$ cat src/rtl/stream_bram_loader.sv
`default_nettype none
// ============================================================================
//  Module      : stream_bram_loader
//  Description : Accepts a load descriptor (target SRAM, byte base address,
//                word count) and copies an AXI-stream payload into either the
//                feature-SRAM or kernel-SRAM BRAM-controller port, one word
//                per cycle. Flags streams that end early or run late.
//  Revision    : 1.0  initial release
// ============================================================================
module stream_bram_loader #(
    parameter int DATA_WIDTH   = 32,
    parameter int FRAM_BADDR_W = 16,
    parameter int KRAM_BADDR_W = 16,
    parameter int CNT_W        = 16
) (
    input  logic                    clk,
    input  logic                    rst,
    // Load descriptor
    input  logic                    cfg_valid,
    output logic                    cfg_ready,
    input  logic                    cfg_target,
    input  logic [31:0]             cfg_baseaddr,
    input  logic [CNT_W-1:0]        cfg_words,
    // Load data stream
    input  logic [DATA_WIDTH-1:0]   s_tdata,
    input  logic                    s_tvalid,
    input  logic                    s_tlast,
    output logic                    s_tready,
    // Feature-SRAM port
    output logic [FRAM_BADDR_W-1:0] fram_addr_byteidx,
    output logic [DATA_WIDTH-1:0]   fram_wdata,
    output logic                    fram_we,
    output logic                    fram_en,
    // Kernel-SRAM port
    output logic [KRAM_BADDR_W-1:0] kram_addr_byteidx,
    output logic [DATA_WIDTH-1:0]   kram_wdata,
    output logic                    kram_we,
    output logic                    kram_en,
    // Status
    output logic                    busy,
    output logic                    done,
    output logic                    err_early,
    output logic                    err_late,
    output logic [CNT_W-1:0]        words_written
);

    typedef enum logic [1:0] {
        ST_IDLE  = 2'd0,
        ST_LOAD  = 2'd1,
        ST_DRAIN = 2'd2,
        ST_DONE  = 2'd3
    } state_t;

    localparam logic [CNT_W-1:0] c_cnt_one = {{(CNT_W-1){1'b0}}, 1'b1};

    state_t                  r_state;
    state_t                  w_state_next;

    logic                    r_target;
    logic [31:0]             r_base;
    logic [CNT_W-1:0]        r_words;
    logic [CNT_W-1:0]        r_words_written;
    logic                    r_err_early;
    logic                    r_err_late;

    // Registered write presented to the SRAM ports one cycle after a beat
    logic                    r_wr_valid;
    logic                    r_wr_target;
    logic [31:0]             r_wr_addr;
    logic [DATA_WIDTH-1:0]   r_wr_data;

    logic                    w_cfg_accept;
    logic                    w_load_beat;
    logic                    w_last_idx;
    logic [31:0]             w_beat_addr;
    logic                    w_unused_ok;

    assign w_cfg_accept = (r_state == ST_IDLE) && cfg_valid;
    assign w_load_beat  = (r_state == ST_LOAD) && s_tvalid;
    // The running write count doubles as the beat index while loading
    assign w_last_idx   = (r_words_written == (r_words - c_cnt_one));
    assign w_beat_addr  = r_base + 32'({r_words_written, 2'b00});

    // Upper address bits beyond the port widths are intentionally dropped
    assign w_unused_ok  = &{1'b0, r_wr_addr, w_beat_addr};

    // State register
    always_ff @(posedge clk or posedge rst) begin
        if (rst) begin
            r_state <= ST_IDLE;
        end else begin
            r_state <= w_state_next;
        end
    end

    // Next-state decode and handshake/status outputs
    always_comb begin
        w_state_next = r_state;
        cfg_ready    = 1'b0;
        s_tready     = 1'b0;
        busy         = 1'b1;
        done         = 1'b0;
        case (r_state)
            ST_IDLE: begin
                cfg_ready = 1'b1;
                busy      = 1'b0;
                if (cfg_valid) begin
                    w_state_next = (cfg_words == '0) ? ST_DONE : ST_LOAD;
                end
            end
            ST_LOAD: begin
                s_tready = 1'b1;
                if (s_tvalid) begin
                    if (s_tlast) begin
                        w_state_next = ST_DONE;
                    end else if (w_last_idx) begin
                        w_state_next = ST_DRAIN;
                    end
                end
            end
            ST_DRAIN: begin
                s_tready = 1'b1;
                if (s_tvalid && s_tlast) begin
                    w_state_next = ST_DONE;
                end
            end
            ST_DONE: begin
                // Hold off the pulse while the final write is still on the port
                if (!r_wr_valid) begin
                    done         = 1'b1;
                    w_state_next = ST_IDLE;
                end
            end
            default: begin
                w_state_next = ST_IDLE;
            end
        endcase
    end

    // Descriptor capture, write pipeline, word counter and error flags
    always_ff @(posedge clk or posedge rst) begin
        if (rst) begin
            r_target        <= 1'b0;
            r_base          <= '0;
            r_words         <= '0;
            r_words_written <= '0;
            r_err_early     <= 1'b0;
            r_err_late      <= 1'b0;
            r_wr_valid      <= 1'b0;
            r_wr_target     <= 1'b0;
            r_wr_addr       <= '0;
            r_wr_data       <= '0;
        end else begin
            r_wr_valid <= 1'b0;
            if (w_cfg_accept) begin
                r_target        <= cfg_target;
                r_base          <= {cfg_baseaddr[31:2], 2'b00};
                r_words         <= cfg_words;
                r_words_written <= '0;
                r_err_early     <= 1'b0;
                r_err_late      <= 1'b0;
            end
            if (w_load_beat) begin
                r_wr_valid      <= 1'b1;
                r_wr_target     <= r_target;
                r_wr_addr       <= w_beat_addr;
                r_wr_data       <= s_tdata;
                r_words_written <= r_words_written + c_cnt_one;
                if (s_tlast && !w_last_idx) begin
                    r_err_early <= 1'b1;
                end
                if (!s_tlast && w_last_idx) begin
                    r_err_late <= 1'b1;
                end
            end
        end
    end

    assign fram_en           = r_wr_valid && !r_wr_target;
    assign fram_we           = r_wr_valid && !r_wr_target;
    assign fram_addr_byteidx = r_wr_addr[FRAM_BADDR_W-1:0];
    assign fram_wdata        = r_wr_data;

    assign kram_en           = r_wr_valid && r_wr_target;
    assign kram_we           = r_wr_valid && r_wr_target;
    assign kram_addr_byteidx = r_wr_addr[KRAM_BADDR_W-1:0];
    assign kram_wdata        = r_wr_data;

    assign err_early         = r_err_early;
    assign err_late          = r_err_late;
    assign words_written     = r_words_written;

endmodule
`default_nettype wire
$ cat config.mk
export PLATFORM = sky130hd
export DESIGN_NAME = stream_bram_loader
export DESIGN_NICKNAME = d
export VERILOG_FILES = /design/src/rtl/stream_bram_loader.sv
export SDC_FILE = /design/constraint.sdc
export NUM_CORES = 1
export LEC_CHECK = 0
export CAP_MARGIN = 20
export CORE_AREA = 3 3 86 149
export DETAILED_ROUTE_END_ITERATION = 16
export DIE_AREA = 0 0 89 152
export PLACE_DENSITY = 0.95
export RECOVER_POWER = 50
export SYNTH_ARGS = -nofsm -noshare
export SYNTH_HDL_FRONTEND = slang
export SYNTH_SLANG_ARGS = --single-unit
export TNS_END_PERCENT = 1
$ cat constraint.sdc
create_clock -name clk -period 4.3 [get_ports clk]
set_input_delay 0.43 -clock clk [delete_from_list [all_inputs] [get_ports clk]]
set_output_delay 0.43 -clock clk [all_outputs]
set_load 0.1 [all_outputs]
==> flow_metrics.py, run 1 <==
metrics = {
    "flow_run": {
        "max-cap-violations": 1,
    },
    "worst_setup_path": {
        "setup.worst_path.end_class": "flop",
        "crit_required_ns": 4.49,
        "crit_type": "reg -> reg",
        "cp_data_arrival_time_ns": 3.54,
        "cp_max_fo": 7,
        "cp-start-kind": "flop",
    },
    "clock_network": {
        "clock_path_buffers": 2,
        "ctsResizeCount": 0,
        "cts_setup_buffers": 0,
        "cts_tree": "yes",
        "cts.clk_slew.worst_paths_ns": 0.07,
        "clk_latency_ns": 0.34,
        "ctsHoldBuffers": 0,
        "cts_root_buf": "clkbuf_16",
        "cts-buffers-inserted": 9,
        "clkSinkCount": 99,
        "cts-htree-levels": 3,
    },
    "synth": {
        "syn_inst": 592,
        "ys_ff_latch": 99,
        "synth_top_family_by_area": "simple AND/OR/NAND/NOR gates",
        "synthFlopType": "dfrtp_1",
        "synth_top_area_share": 0.4453,
        "synth_warnings": 0,
        "synth_fa_ha_area_frac": 0.04633,
        "synth-compound-area-share": 0.09784,
        "avgSynthCellArea_um2": 9.397,
        "netlist_area_mm2": 0.005563,
        "synth.yosys.seq_area_share": 0.4453,
        "synthTopCellsByArea": "dfrtp_1 45%, nand2_1 9.4%, buf_4 7.0%",
        "async_flop_share": 1.000,
        "synth_xor_area_frac": 0.04881,
        "yosys.area.top_type": "dfrtp_1",
        "synth_edf_count": 0,
        "muxShareOfSynthArea": 0.06995,
        "synth_cell_types": 59,
        "synth-simple-area-share": 0.1943,
    },
    "hold_path": {
        "hold_path_class": "reg -> reg",
    },
    "route": {
        "routed-via-count": 4620,
        "ant_nets": 0,
        "avgViaCountPerCell": 5.366,
        "drt_iter0_drc": 283,
        "wl_per_cell_um": 16.66,
        "routed_wl_um": 14340,
        "dr.pass1.iters": 4,
        "drc": 0,
    },
    "status": {
        "violations": "max-capacitance violations, max-slew violations",
        "outcome": "finished with violations",
    },
    "sta": {
        "grt_setup_unrepaired": "false",
        "drv_slew": 78,
        "finalSetupTns_ns": 0,
        "worst_pin_slew_ns": 2.887,
        "hold-worst-slack_ns": 0.4880,
        "hold_viol": 0,
        "min_period_ns": 3.347,
        "clock.fmax_mhz": 298.8,
        "setup_violations": 0,
        "slew_headroom": -0.9244,
        "period_share": 0.7784,
        "skew_ns": 0.007650,
    },
    "layout": {
        "syn_to_final_growth_pct": 33.94,
        "drive_above_1_share": 0.08402,
        "n_antenna_cell": 0,
        "finalNonFillerCells": 861,
        "nets": 827,
        "nFillCells": 885,
    },
    "global_route": {
        "grt_pass1_wl_um": 23060,
        "grt_max_degree": 78,
        "gr-total-overflow": 0,
        "antenna_found_initial": 0,
        "groute.usage.overall": 0.2155,
        "grt_pass1_vias": 4606,
    },
    "placement": {
        "dp.cells": 845,
        "hpwl_um": 10790,
        "gp_congestion": 0.8082,
        "portBuffers": 185,
    },
    "floorplanning": {
        "fp-row-count": 52,
        "ios": 208,
        "start_util": 0.4777,
        "dieWidth_um": 89,
        "fp.dieArea_mm2": 0.01353,
        "core_area_mm2": 0.01165,
        "die_h_um": 152,
    },
}
==> cell type report <==
cell class	instances	area, um2	share of cell area
Timing Repair Buffer	189	1878	0.2521
Multi-Input combinational cell	411	2559	0.3434
Clock buffer	11	242.7	0.03258
Tap cell	135	168.9	0.02267
Sequential cell	99	2477	0.3325
Inverter	11	41.29	0.005542
Clock inverter	5	83.83	0.01125
==> path summary, 6_finish.rpt <==
kind	end	slack (ns)	depth (start not counted)	startpoint
worst max-delay path	err_early	0.95	9	r_words[0]
worst min-delay path	r_wr_target	0.49	2	r_target
worst max register to register	err_early	0.95	9	r_words[0]
worst min register to register	r_wr_target	0.49	2	r_target
max in group asynchronous	words_written[3]	1.06	2	rst
min in group asynchronous	fram_wdata[27]	1.56	2	rst
==> synth_stat cells (8+ instances only) <==
master,n
nor3_1,9
xnor2_1,19
clkbuf_1,16
inv_1,10
mux2_2,31
nor2_1,23
o21ai_0,36
nand3_1,16
ha_1,19
dfrtp_1,99
a31oi_1,8
xor2_1,12
nand2_1,140
buf_4,52
==> worst max-delay path: stages, from the launching register on <==
cell and delay (ns):
dfrtp_1 0.44, inv_1 0.08, ha_1 0.27, nor3b_1 0.63, a21oi_1 0.14, or4_1 0.59, nor3_1 0.21, nand4b_1 0.14
nor4_1 0.53, o21ai_0 0.18
==> metal layers <==
| metal | global-route usage | vias up | share of wire |
|---|---|---|---|
| met5 | 0 | - | 0 |
| met1 | 0.2362 | 2218 | 0.36 |
| met2 | 0.3905 | 149 | 0.55 |
| li1 | - | 2225 | - |
| met3 | 0.04065 | 28 | 0.051 |
| met4 | 0.09084 | 0 | 0.031 |
==> through the flow <==
stage	util	instance area, um2	setup slack (ns)
6_report	0.6398	7451	0.9529
3_3_place_gp	0.6125	7133	1.170
3_5_place_dp	0.6125	7133	1.044
5_1_grt	0.6398	7451	0.4289
4_1_cts	0.6405	7460	0.9973
2_1_floorplan	-	5574	1.278
==> registers in the layout, summed over array words and instances (netlist names) <==
name and flops:
err_early 1, r_words 16, fram_wdata 32, r_wr_target 1, words_written 16, r_state 2, r_wr_valid 1, r_target 1
r_wr_addr 14, r_base 14, err_late 1
==> placed cells by master, fill, tap and decap left out, drive strengths merged, types with 3 or more instances in the layout <==
cell type,count
xnor2,19
nor4,9
clkbuf,12
nor2b,5
nand2b,5
conb,4
xor2,12
o31ai,5
nand2,140
mux2,31
inv,11
ha,19
clkdlybuf4s50,184
o21ai,36
nor2,23
a21o,3
a31oi,8
a211oi,7
nand3,16
and3,8
or4,3
nor3,9
and2,3
dfrtp,99
buf,3
mux2i,4
nand4,5
a21oi,7
==> logic make-up after synthesis <==
kind of cell,Yosys count
DFF,99
buffers and inverters,85
and+or+nand+nor,237
muxes,35
AOI/OAI and AO/OA,84
other,1
adders and majority gates,20
xor gates and xnor gates,31
Power of run 1 is left out: the tool's default activity adds up to more than one toggle a clock period on the data nets, which glitch-free logic cannot reach.
==> inputs of run 2 (changes only) <==
--- a/config.mk
+++ b/config.mk
@@ -6,10 +6,10 @@
 export NUM_CORES = 1
 export LEC_CHECK = 0
 export CAP_MARGIN = 20
-export CORE_AREA = 3 3 86 149
+export CORE_AREA = 3 3 93 161
 export DETAILED_ROUTE_END_ITERATION = 16
-export DIE_AREA = 0 0 89 152
-export PLACE_DENSITY = 0.95
+export DIE_AREA = 0 0 96 164
+export PLACE_DENSITY = 0.87
 export RECOVER_POWER = 50
 export SYNTH_ARGS = -nofsm -noshare
 export SYNTH_HDL_FRONTEND = slang
==> constraint.sdc (replaced) <==
create_clock -name clk -period 2.7 [get_ports clk]
set_input_delay 0.27 -clock clk [delete_from_list [all_inputs] [get_ports clk]]
set_output_delay 0.27 -clock clk [all_outputs]
set_load 0.1 [all_outputs]
==> run 2 against run 1 <==
Compared with the run above:
- the run now ends clean
- wire length increased by 0.88%
- sequential cell count unchanged
- register-to-register slack got worse by 0.94 ns
- clock skew decreased by 0.0021 ns
- sequential share of layout area increased by 1.2 points
- worst setup slack got worse by 0.94 ns
- highest routed layer unchanged
==> flow_metrics.py, run 2 (synthesized netlist as in run 1, its figures left out) <==
metrics = {
    "sta": {
        "worst_pin_slew_ns": 1.215,
        "period_share": 0.9940,
        "slew_headroom": 0.1937,
        "grt_setup_unrepaired": "true",
        "skew_ns": 0.005545,
        "drv_slew": 0,
        "setup_slack_ns": 0.01607,
        "clock.fmax_mhz": 372.6,
        "setup_violations": 0,
        "finalSetupTns_ns": 0,
        "hold_viol": 0,
        "min_period_ns": 2.684,
    },
    "status": {
        "outcome": "finished, final reports clean",
    },
    "global_route": {
        "grt_pass1_wl_um": 22780,
        "groute.usage.overall": 0.1843,
        "grt_max_degree": 42,
        "grt_pass1_vias": 4636,
        "gr-total-overflow": 0,
        "use_met3": 0.03208,
        "met1_usage": 0.1989,
        "grt_util_met2": 0.3432,
        "antenna_found_initial": 0,
        "busiest_layer": "met2",
    },
    "layout": {
        "drive_above_1_share": 0.2112,
        "n_antenna_cell": 0,
        "fin_util": 0.5177,
        "largest_reg_flops": 32,
        "nets": 849,
        "final_common_cell": "nand2_1",
        "syn_to_final_growth_pct": 29.42,
        "most-common-layout-cells": "139 x nand2_1, 98 x dfrtp_1, 85 x buf_4",
    },
    "route": {
        "drc": 0,
        "ant_nets": 0,
        "routed_wl_um": 14470,
        "dr.pass1.iters": 4,
        "routed-via-count": 4708,
        "wl_per_cell_um": 15.64,
        "avgViaCountPerCell": 5.090,
        "drt_iter0_drc": 226,
    },
    "worst_setup_path": {
        "r2r_end": "r_state[1]",
        "regToRegStartpoint": "r_words[1]",
        "r2r_cells": 7,
        "cp-start-kind": "flop",
        "setup.worst_path.end_class": "flop",
        "cp_data_arrival_time_ns": 2.96,
        "slowest_delay_ns": 0.52,
        "crit_slowest_cell": "or4_4",
        "worstPathCellList": "or4_4, or4_1, a21o_1, a2111oi_4, o2111ai_2, a31oi_2, mux2i_1",
        "crit_required_ns": 2.98,
        "crit_type": "reg -> reg",
        "cp_max_fo": 4,
        "rrSetupSlack_ns": 0.02,
    },
    "clock_network": {
        "cts_tree": "yes",
        "cts_root_buf": "clkbuf_16",
        "cts-htree-levels": 3,
        "clock_path_buffers": 2,
        "clk_latency_ns": 0.35,
        "ctsHoldBuffers": 0,
        "clkSinkCount": 99,
        "cts.clk_slew.worst_paths_ns": 0.08,
        "cts-buffers-inserted": 9,
    },
    "floorplanning": {
        "ios": 208,
        "start_util": 0.4000,
        "fp-row-count": 57,
        "fp.dieArea_mm2": 0.01574,
        "core_area_mm2": 0.01391,
        "dieWidth_um": 96,
        "die_h_um": 164,
    },
    "hold_path": {
        "hold_depth": 3,
        "hold_path_class": "in -> reg",
        "hp-start": "s_tdata[11]",
        "min_to": "fram_wdata[11]",
    },
    "placement": {
        "place_ws_ns": -0.1530,
        "hpwl_um": 10920,
        "portBuffers": 185,
        "gp_congestion": 0.8370,
    },
    "flow_run": {
        "max-cap-violations": 0,
    },
}
==> run 2: cell count changes in the layout (fill, tap and decap cells not counted), sizes merged <==
| cell | before | now |
|---|---|---|
| buf | 3 | 85 |
| clkbuf | 12 | 68 |
| clkdlybuf4s50 | 184 | 66 |
| clkinvlp | 2 | 1 |
| clkinv | 1 | 2 |
| inv | 11 | 15 |
| bufinv | 2 | 0 |
==> run 2: per-layer routing <==
| metal | routed length [um] | up-vias |
|---|---|---|
| met3 | 735 | 27 |
| met4 | 405 | 0 |
| met1 | 5282 | 2261 |
| li1 | - | 2272 |
| met2 | 8043 | 148 |
| met5 | 0 | - |
==> run 2: how the worst max path moves through the flow <==
stage / startpoint / end / slack, ns / cells after the start
finish: r_words[1] / r_state[1] / 0.02 / 7
global route: r_words[1] / r_state[1] / -0.11 / 7
CTS: r_words[1] / r_state[1] / -0.01 / 7
detailed placement: r_words[0] / r_state[1] / -0.15 / 7
global placement: r_words[0] / r_state[1] / -0.08 / 7
floorplan: r_state[0] / r_state[0] / -0.25 / 8
==> run 2: through the flow <==
step,instance area (um2),hold WS [ns],std cells
after floorplan,5579,0.3754,595
after global placement,7076,0.4459,908
after detailed placement,7076,0.4698,908
after CTS,7410,0.3497,924
after global routing,7199,0.4418,925
final,7199,0.4382,925
==> run 2: what timing repair did <==
item,in CTS,in global routing
buffers inserted,0,1
setup endpoints to repair,4,4
pin swaps,5,6
resized for setup,7,5
cloned,0,0
==> run 2: critical path, delay by kind of cell (launching register included) <==
kind | cells | cell delay, ns
flops | 1 | 0.41
mux | 1 | 0.20
simple gates | 2 | 1.03
compound gates | 4 | 0.99
==> run 2: final cells by class <==
class,instances,area [um2]
Clock buffer,9,225.2
Clock inverter,7,66.31
Fill cell,1296,6708
Inverter,11,42.54
Multi-Input combinational cell,411,2633
Sequential cell,99,2479
Tap cell,177,221.5
Timing Repair Buffer,211,1533
Power of run 2 is left out for the same reason.
